File: src/rtl/full_adder.sv
// full_adder: registered WIDTH-bit ripple-carry adder with a valid strobe.
//
// Optional feature macro: FULL_ADDER_OVF_EN adds the ovf port and its register.
//
// Ports:
//   clk       in   rising-edge clock
//   rst_n     in   asynchronous active-low reset
//   in_valid  in   sample a/b at this edge when high
//   a, b      in   WIDTH-bit unsigned operands
//   out       out  registered sum, a+b modulo 2^WIDTH
//   carry     out  registered carry-out of the MSB cell
//   out_valid out  high for one cycle per accepted operand pair
//   ovf       out  registered two's-complement overflow (FULL_ADDER_OVF_EN only)
module full_adder #(
    parameter int unsigned WIDTH = 4
) (
    input  logic             clk,
    input  logic             rst_n,
    input  logic             in_valid,
    input  logic [WIDTH-1:0] a,
    input  logic [WIDTH-1:0] b,
    output logic [WIDTH-1:0] out,
    output logic             carry,
`ifdef FULL_ADDER_OVF_EN
    output logic             ovf,
`endif
    output logic             out_valid
);

    localparam int unsigned MSB = WIDTH - 1;

    logic [WIDTH:0]   w_c;
    logic [WIDTH-1:0] w_sum;

    logic [WIDTH-1:0] r_out;
    logic             r_carry;
    logic             r_out_valid;

    // Ripple chain of 1-bit full-adder cells; bit 0 has no carry-in.
    assign w_c[0] = 1'b0;

    for (genvar i = 0; i < WIDTH; i++) begin : g_cell
        assign w_sum[i]  = a[i] ^ b[i] ^ w_c[i];
        assign w_c[i+1]  = (a[i] & b[i]) | (w_c[i] & (a[i] ^ b[i]));
    end

    // Result registers: load on in_valid, otherwise hold; strobe is one cycle.
    always_ff @(posedge clk or negedge rst_n) begin
        if (!rst_n) begin
            r_out       <= '0;
            r_carry     <= 1'b0;
            r_out_valid <= 1'b0;
        end else begin
            r_out_valid <= in_valid;
            if (in_valid) begin
                r_out   <= w_sum;
                r_carry <= w_c[WIDTH];
            end
        end
    end

    assign out       = r_out;
    assign carry     = r_carry;
    assign out_valid = r_out_valid;

`ifdef FULL_ADDER_OVF_EN
    logic w_ovf;
    logic r_ovf;

    // Overflow: operands share a sign and the sum's sign differs from it.
    assign w_ovf = (a[MSB] == b[MSB]) && (w_sum[MSB] != a[MSB]);

    always_ff @(posedge clk or negedge rst_n) begin
        if (!rst_n) begin
            r_ovf <= 1'b0;
        end else if (in_valid) begin
            r_ovf <= w_ovf;
        end
    end

    assign ovf = r_ovf;
`endif

endmodule

File: config.mk
export PLATFORM = sky130hd
export DESIGN_NAME = full_adder
export DESIGN_NICKNAME = d
export VERILOG_FILES = /design/src/rtl/full_adder.sv
export SDC_FILE = /design/constraint.sdc
export NUM_CORES = 1
export LEC_CHECK = 0
export CAP_MARGIN = 5
export CORE_AREA = 5 5 42 44
export CTS_BUF_LIST = sky130_fd_sc_hd__clkbuf_8
export CTS_CLUSTER_DIAMETER = 150
export CTS_CLUSTER_SIZE = 30
export DETAILED_ROUTE_END_ITERATION = 10
export DIE_AREA = 0 0 47 49
export GPL_TIMING_DRIVEN = 0
export SLEW_MARGIN = 20
export SYNTH_ARGS = -nofsm -noshare
export SYNTH_HDL_FRONTEND = slang
export SYNTH_SLANG_ARGS = --single-unit
export TNS_END_PERCENT = 50
File: constraint.sdc
create_clock -name clk -period 0.8 [get_ports clk]
set_input_delay 0.16 -clock clk [delete_from_list [all_inputs] [get_ports clk]]
set_output_delay 0.16 -clock clk [all_outputs]
set_load 0.1 [all_outputs]
## Word level (Yosys, flattened, before mapping)

Index checks and enable logic that the tools add are counted.
Widths: inputs -> output; s select.

- Register bits after elaboration: 6
- Bits of input ports: 11
- Logic and storage cells: 20

- Bitwise gates (word level): 17

Operators by type and width:

| operator | count |
|---|---|
| $and 1x1->1 | 7 |
| $xor 1x1->1 | 7 |
| $or 1x1->1 | 3 |

## Depth between registers and ports, before layout

Gate-level depths: netlist of the first run.

- Depth in word-level cells: 7
- Gate-level depth with buffers: 8
- Mapped depth without buffers: 8

## Least setup slack after synthesis of the first run

Ideal clock, no wire load.

- Path type: input to register
- From: input port a[0]
- To: register r_out[3], in the netlist out[3]
- Library setup time: 0.079 ns
- Arrival: 1.496 ns
- Required time: 0.721 ns
- Slack: -0.775 ns
- Stages: 8
- Path buffers: 0
- Cell sequence: ha_1 -> inv_1 -> fa_1 -> inv_1 -> fa_1 -> inv_1 -> fa_1 -> mux2i_1

- Longest elaborated chain between the ends: 6

Ends and longest elaborated chain:

| item | line | source |
|---|---|---|
| start, declared | 20 | `input logic [WIDTH-1:0] a,` |
| $and 1x1->1 (2 in a row) | 44 | `assign w_c[i+1] = (a[i] & b[i]) \| (w_c[i] & (a[i] ^ b[i]));` |
| $or 1x1->1 | 44 |  |
| $and 1x1->1 | 44 |  |
| $or 1x1->1 | 44 |  |
| $xor 1x1->1 | 43 | `assign w_sum[i] = a[i] ^ b[i] ^ w_c[i];` |
| end signal, assigned | 56 | `r_out <= w_sum;` |
| end, declared | 35 | `logic [WIDTH-1:0] r_out;` |

Every way passes these cells.
A chain may end at the register's enable or synchronous reset.

## Worst setup path in the final report of the first run

- From: input port b[0]
- To: register r_out[3], in the netlist out[3]

- Longest elaborated chain between the ends: 6

Ends and longest elaborated chain:

| item | line | source |
|---|---|---|
| start, declared | 21 | `input logic [WIDTH-1:0] b,` |
| $and 1x1->1 (2 in a row) | 44 |  |
| $or 1x1->1 | 44 |  |
| $and 1x1->1 | 44 |  |
| $or 1x1->1 | 44 |  |
| $xor 1x1->1 | 43 |  |

Every way passes these cells.

==> results of run 1 <==
[layout make-up]
class                   count  share of cell area
inverters                  10              0.0604
clock buffers               3              0.0664
flip-flops and latches      6               0.249
repair buffers             16               0.332
multi-input cells           9               0.241
plain buffers               1              0.0181
well taps                  16              0.0322
[synthesized netlist by cell type]
master	n
sky130_fd_sc_hd__inv_1	10
sky130_fd_sc_hd__dfrtp_1	6
sky130_fd_sc_hd__fa_1	3
sky130_fd_sc_hd__mux2i_1	3
sky130_fd_sc_hd__mux2_4	2
sky130_fd_sc_hd__buf_6	1
sky130_fd_sc_hd__ha_1	1
[routing by layer]
metal	vias up	GRT usage
met4	0	0.0276
met5	-	0
met1	114	0.0773
li1	112	-
met2	16	0.102
met3	0	0.0590
[path summary, 6_finish.rpt]
kind | startpoint | end | slack [ps] | cells past startpoint
worst max register to register | out[0] | out[0] | -70 | 1
worst max-delay path | b[0] | out[3] | -660 | 9
worst min-delay path | rst_n | carry | 180 | 1
worst min register to register | carry | carry | 580 | 2
min in group clk | in_valid | out_valid | 210 | 1
max in group asynchronous | rst_n | out[0] | 380 | 1
[through the flow]
stage / TNS (ps) / utilization / setup slack (ps)
floorplan: -3410 / - / -717
finish: -2930 / 0.444 / -664
global placement: -9900 / 0.381 / -1310
global route: -3250 / 0.444 / -699
detailed placement: -10080 / 0.381 / -1340
CTS: -3260 / 0.450 / -735
[logic make-up after synthesis]
logic type | Yosys count | synth area share
muxes | 5 | 0.181
buffers and inverters | 11 | 0.147
DFF | 6 | 0.453
adders and majority gates | 4 | 0.219
[flip-flops by register name, summed over array words and instances, names as in the netlist]
signal     count
carry          1
out            4
out_valid      1
[power groups by stage]
stage               registers (mW)  clock network, mW  logic [mW]
finish                       0.421              0.447       0.784
global route                 0.428              0.479       0.816
CTS                          0.422              0.459       0.794
detailed placement           0.394                  0       0.683
global placement             0.392                  0       0.677
floorplan                    0.772                  0       0.107
[worst max-delay path, cell delays in order]
cell,delay [ps]
sky130_fd_sc_hd__buf_6,100
sky130_fd_sc_hd__ha_4,140
sky130_fd_sc_hd__inv_2,50
sky130_fd_sc_hd__fa_2,190
sky130_fd_sc_hd__inv_2,40
sky130_fd_sc_hd__fa_2,320
sky130_fd_sc_hd__inv_2,60
sky130_fd_sc_hd__fa_1,400
sky130_fd_sc_hd__mux2i_1,150
[repair_timing]
action                                  CTS  global route
hold endpoints to repair                  0             0
pin swaps                                 4             3
resized for setup                        68             5
endpoints found under the setup margin   11            11
==> summary.md, run 1 <==
The total routing usage reported by global routing was 0.0719; the largest vdd supply drop was 1590 uV. The number of pins with negative max-slew slack in the final report came out at 0. Summed over all nets, the half-perimeter wirelength after detailed placement is 608 um. Detailed routing inserted a total of 242 vias.

In the layout the commonest cells are 5 x sky130_fd_sc_hd__inv_2, 5 x sky130_fd_sc_hd__inv_1, 5 x sky130_fd_sc_hd__clkdlybuf4s50_1, 5 x sky130_fd_sc_hd__buf_12, 4 x sky130_fd_sc_hd__dfrtp_1. The area of all sequential standard cells is 155 um^2. Compared with the post-synthesis result, the final layout area differs by 87.5%. Area after detailed placement: 534 um^2. The top fanout value on the critical path came out at 1.

Final worst-path setup slack: -664 ps. The first global-routing pass estimated 1.15 mm of wire. Cell internal power dissipation: 0.990 mW. The logs give 0 ps for the worst clock skew and 0.00140 mm^2 for the core outline area. Die boundary height: 49 um. The initial core utilization is 0.237, and the full die area is 0.00230 mm^2. Setup repair after global routing could not meet its margin everywhere.

The run gives 0 as the quantity of hold-fixing buffers added after cts. Summed over all instances, the cell type with the most area after synthesis is sky130_fd_sc_hd__dfrtp_1. The die is 47 um wide. TritonCTS sink count: 6. The share of cells above drive strength 1 works out to 0.578. The initial antenna violation count was 0. Number of maximum-capacitance constraint violations: 0. For the post-synthesis sequential area ratio, the log shows 0.453. TritonCTS built the clock tree. Entering global routing, the biggest net connects 7 pins.

Setup violations remaining at the end of the flow were counted as 11. Cell area power density: 2660 mW/mm^2. The arrival time reported for the critical path endpoint came out at 1600 ps. The checks that failed: negative setup slack.

Synthesis inferred 6 register bits. The first routing iteration left 0 violations. By area the synthesized netlist is led by sky130_fd_sc_hd__dfrtp_1 45%, sky130_fd_sc_hd__fa_1 18%, sky130_fd_sc_hd__inv_1 11%.

The count of nets left with antenna violations once routing finished came out at 0. STA puts the critical path data required time at 940 ps. Final hold analysis gives a worst-case slack of 183 ps. The non-filler instance count after layout was 61; the part of the total power dissipated in combinational logic was 0.475. Based on the critical path, the design can be clocked at up to 683 MHz. The number of hold violations in the final report is 0, and the wire length per cell is 11.3 um.

The post-route fraction of the period consumed by the critical path was 1.83; the deepest clock path buffer count was 2. Number of post-CTS setup repair buffers: 0. The logs give 0.818 for the worst relative slew slack and 17 for the number of top-level pins. The post-route cell area came out at 622 um^2. The global placer's final weighted congestion is 0.592. The via count of the first global-routing pass is 291, and the number of port buffers is 16. Total congestion overflow: 0.

The run finished, with violations left. At the end of the flow, the number of nets in the layout was 62. In the final routing, the length of wire on met1 measures 267 um. Counting every net in the synthesized netlist gives 41.

The total number of placement rows was 14; the number of diodes was 0. The element type at the critical path start is a primary input. The pin slew with the least headroom to its limit came out at 272 ps. Yosys printed 0 warnings. The routed design uses 124 um of met3 wire. For this design the total switching power over the nets is 0.662 mW. The met2 wire length was 299 um. Part of the power in the clock network: 0.271. Final period demand of the worst path: 1460 ps. The area of the multi-input gates came out at 150 um^2. Post-synthesis cell count: 26. The final routed wirelength across all metal layers was 691 um.

The leakage power was 0.304 nW; the post-placement cell count was 58. Total power for the finished layout comes to 1.65 mW. The tree is rooted in a sky130_fd_sc_hd__clkbuf_8. The switching part of the total power is 0.401. The CTS buffer count was 3. The worst setup path is of the primary input to register kind. The average instance in the mapped netlist occupies 12.8 um^2. The via density per instance is 3.97, and the fraction of post-synthesis cell area in the top cell type by area is 0.453. The endpoint type of the worst setup path was a register. The mapped netlist covers 332 um^2. The detailed router used layers up to and including met3. The share of power burned in registers came out at 0.255.

The number of levels in the clock H-tree was 1; the number of distinct library cell variants in the gate-level netlist after synthesis was 7. The layout has 143 filler cells. The tightest min-delay check is of the primary input to asynchronous set/reset pin type. At the later pin of the worst-skew pair, clock insertion delay measures 220 ps. After clock tree synthesis, the clock-pin slew on the worst setup and hold paths is 40 ps.

Length of the first detailed-routing pass in iterations: 1. After detailed routing, the number of remaining DRC violations is 0.
(Power assumes the default switching activity.)
==> run 2: changes to the inputs <==
Clock period 0.8 ns to 1.74 ns, I/O delays scaled along.
==> run 2 against run 1 <==
  * The run now ends clean
  * Routed wire length decreased by 6.9%
  * Register-to-register slack improved by 1100 ps
  * First-iteration DRC count increased by 5
  * Clock skew unchanged
  * Design area decreased by 9.1%
  * Final cell count unchanged
  * Sequential share of layout area increased by 1.6 points
  * Die area unchanged
  * Hold slack improved by 190 ps
==> summary.md, run 2 (synthesized netlist as in run 1, its figures left out) <==
The tools report the summed negative setup slack over all endpoints as 0 ps. The element type at the critical path start was a register. From bottom edge to top edge, the die measures 49 um. Setup slack on the critical path of the routed design comes to 42.2 ps. STA classifies the critical path endpoint as a primary output. For this run, the number of standard cells in the final layout without fillers is 61. The run gives 1 as the number of levels in the clock H-tree. The logs give 0.373 for the worst relative slew slack and 476 uV for the largest vdd supply drop. Input and output buffers added on the ports amount to 16.

The deepest clock path buffer count is 2. Prior to clock tree synthesis, the placed netlist has a worst setup slack of -531 ps. Entering global routing, the biggest net connects 7 pins. The clock arrives with 0 ps of skew. The initial antenna violation count was 0.

The number of antenna diodes in the final layout is 0. The post-route fraction of the period consumed by the critical path came out at 0.976. The logs give 0.00230 mm^2 for the full die area and 0.386 mW for the cell internal power dissipation. The tools report the startpoint of the most critical register-to-register path as out[2].

The critical path data required time came out at 1390 ps. Buffers added to address setup during post-CTS repair amount to 0. The tool flagged a number of max-cap violations equal to 0. The core region is 0.00140 mm^2.

Counting every sink on the clock net gives 6. The via count of the first global-routing pass was 243. Clock-pin slew was measured on the worst setup and hold paths at 40 ps. In this run the core area contains 14 standard-cell rows.

Counting tap cells, the placed design contains a total of 58 instances. The run gives 237 as the routed via count. The highest attainable clock frequency was 589 MHz. CTS placed an instance of sky130_fd_sc_hd__clkbuf_8 at the clock tree root. The number of hold buffers added after CTS was 0.

For this design the top-level I/O count stands at 17. The initial core utilization was 0.237; the total routing usage reported by global routing was 0.0676. For this run, the detailed router's first-pass iteration total came to 2. The number of nets with antenna violations after routing was 0; the post-detailed-route DRC marker count was 0. The analysis attributes to net switching a power of 0.289 mW. TritonCTS created 3 clock buffers. The global-route wire length before repair is 1.03 mm, and the part of the power in the clock network is 0.309. The tightest min-delay check is of the primary input to asynchronous set/reset pin type.

The number of buffers and inverters on the critical path works out to 1. The part of the total power dissipated in combinational logic is 0.430. TritonCTS built the clock tree. The worst stage delay on the critical path was 810 ps; the number of nets in the finished design was 62.

On the critical path the largest part of the delay comes from buffers and inverters. The share of cells above drive strength 1 works out to 0.444. Subtracting the final worst setup slack from the clock period gives 1700 ps. The clock insertion delay at the later pin of the skew report is 220 ps, and the area after detailed placement is 512 um^2. Number of hold violations in the final report: 0. Traced cell by cell, the critical path runs through clkdlybuf4s15_1. In the layout the commonest cells are 6 x sky130_fd_sc_hd__inv_1, 6 x sky130_fd_sc_hd__dfrtp_1, 6 x sky130_fd_sc_hd__clkdlybuf4s50_1, 4 x sky130_fd_sc_hd__inv_2. The congestion estimate from routability-driven global placement came to 0.680. Total power for the finished layout comes to 0.675 mW. Setup repair after global routing left no endpoint under its margin. At the pin with the least slew margin, the transition time is 945 ps.

The run gives 0 as the setup violation total in the final timing report. On the critical path, the stage with the largest delay is an instance of sky130_fd_sc_hd__clkdlybuf4s15_1. After the first detailed-routing iteration, the DRC count stood at 5.

Reg2reg setup slack: 980 ps. Wire length per cell: 10.5 um. The setup path with the least slack is of type register to primary output.

The number of pins with negative max-slew slack in the final report is 0, and the top fanout value on the critical path is 1. The tools report the worst hold slack after final layout as 378 ps. The floorplan step set the die width to 47 um. The final cell utilization of the core was 0.404. The run finished with clean final reports. The switching part of the total power was 0.428; the total congestion overflow was 0. Dividing the detail-routed via count by the number of cells gives 3.89. The final routed wirelength across all metal layers is 643 um, and the share of power burned in registers is 0.261. The post-route cell area is 566 um^2, and the cell area power density is 1190 mW/mm^2.

Compared with the post-synthesis result, the final layout area differs by 70.6%. In this run the static leakage power is 0.295 nW. The logs give 502 um for the sum of net half-perimeters after detailed placement and 1350 ps for the arrival time reported for the critical path endpoint. The tools report the startpoint of the worst setup timing path as out_valid.

The register with the most flip-flops in the layout has 4 of them.
run 2: cell count changes in the layout (fill, tap and decap cells not counted), moves of 2 or more:
cell,delta
sky130_fd_sc_hd__dfrtp_1,+2
sky130_fd_sc_hd__dlymetal6s2s_1,+2
sky130_fd_sc_hd__clkdlybuf4s15_2,+2
sky130_fd_sc_hd__buf_12,-5
run 2: path summary, 6_finish.rpt:
check	endpoint	cells after the start
worst min register to register	out[0]	1
worst max-delay path	out_valid	1
min in group clk	out[0]	3
max in group asynchronous	carry	1
worst min-delay path	out[2]	1
worst max register to register	out[2]	1
run 2: cell type report:
type | instances | area (um^2)
fill | 142 | 836
timing repair buffer | 16 | 155
sequential | 6 | 150
multi-input combinational | 9 | 150
clock buffer | 3 | 41.3
inverter | 10 | 37.5
tap | 16 | 20.0
buffer | 1 | 11.3
run 2: metal layers:
layer,vias to the layer above,GRT usage,part of all wire
met5,-,0,0
met4,0,0.0415,0
met3,0,0.0480,0.11
met2,9,0.0905,0.49
met1,117,0.0748,0.40
li1,111,-,-
run 2: power by group through the flow:
stage	combinational, mW	clock, mW	sequential, mW
after global placement	0.302	0	0.177
after CTS	0.294	0.213	0.177
final	0.290	0.208	0.176
after detailed placement	0.303	0	0.178
after global routing	0.306	0.222	0.180
after floorplan	0.0466	0	0.351
run 2: timing repair:
action / in CTS / in global routing
endpoints found under the setup margin: 9 / 7
pin swaps: 2 / 4
cloned: 0 / 0
resized for setup: 20 / 15
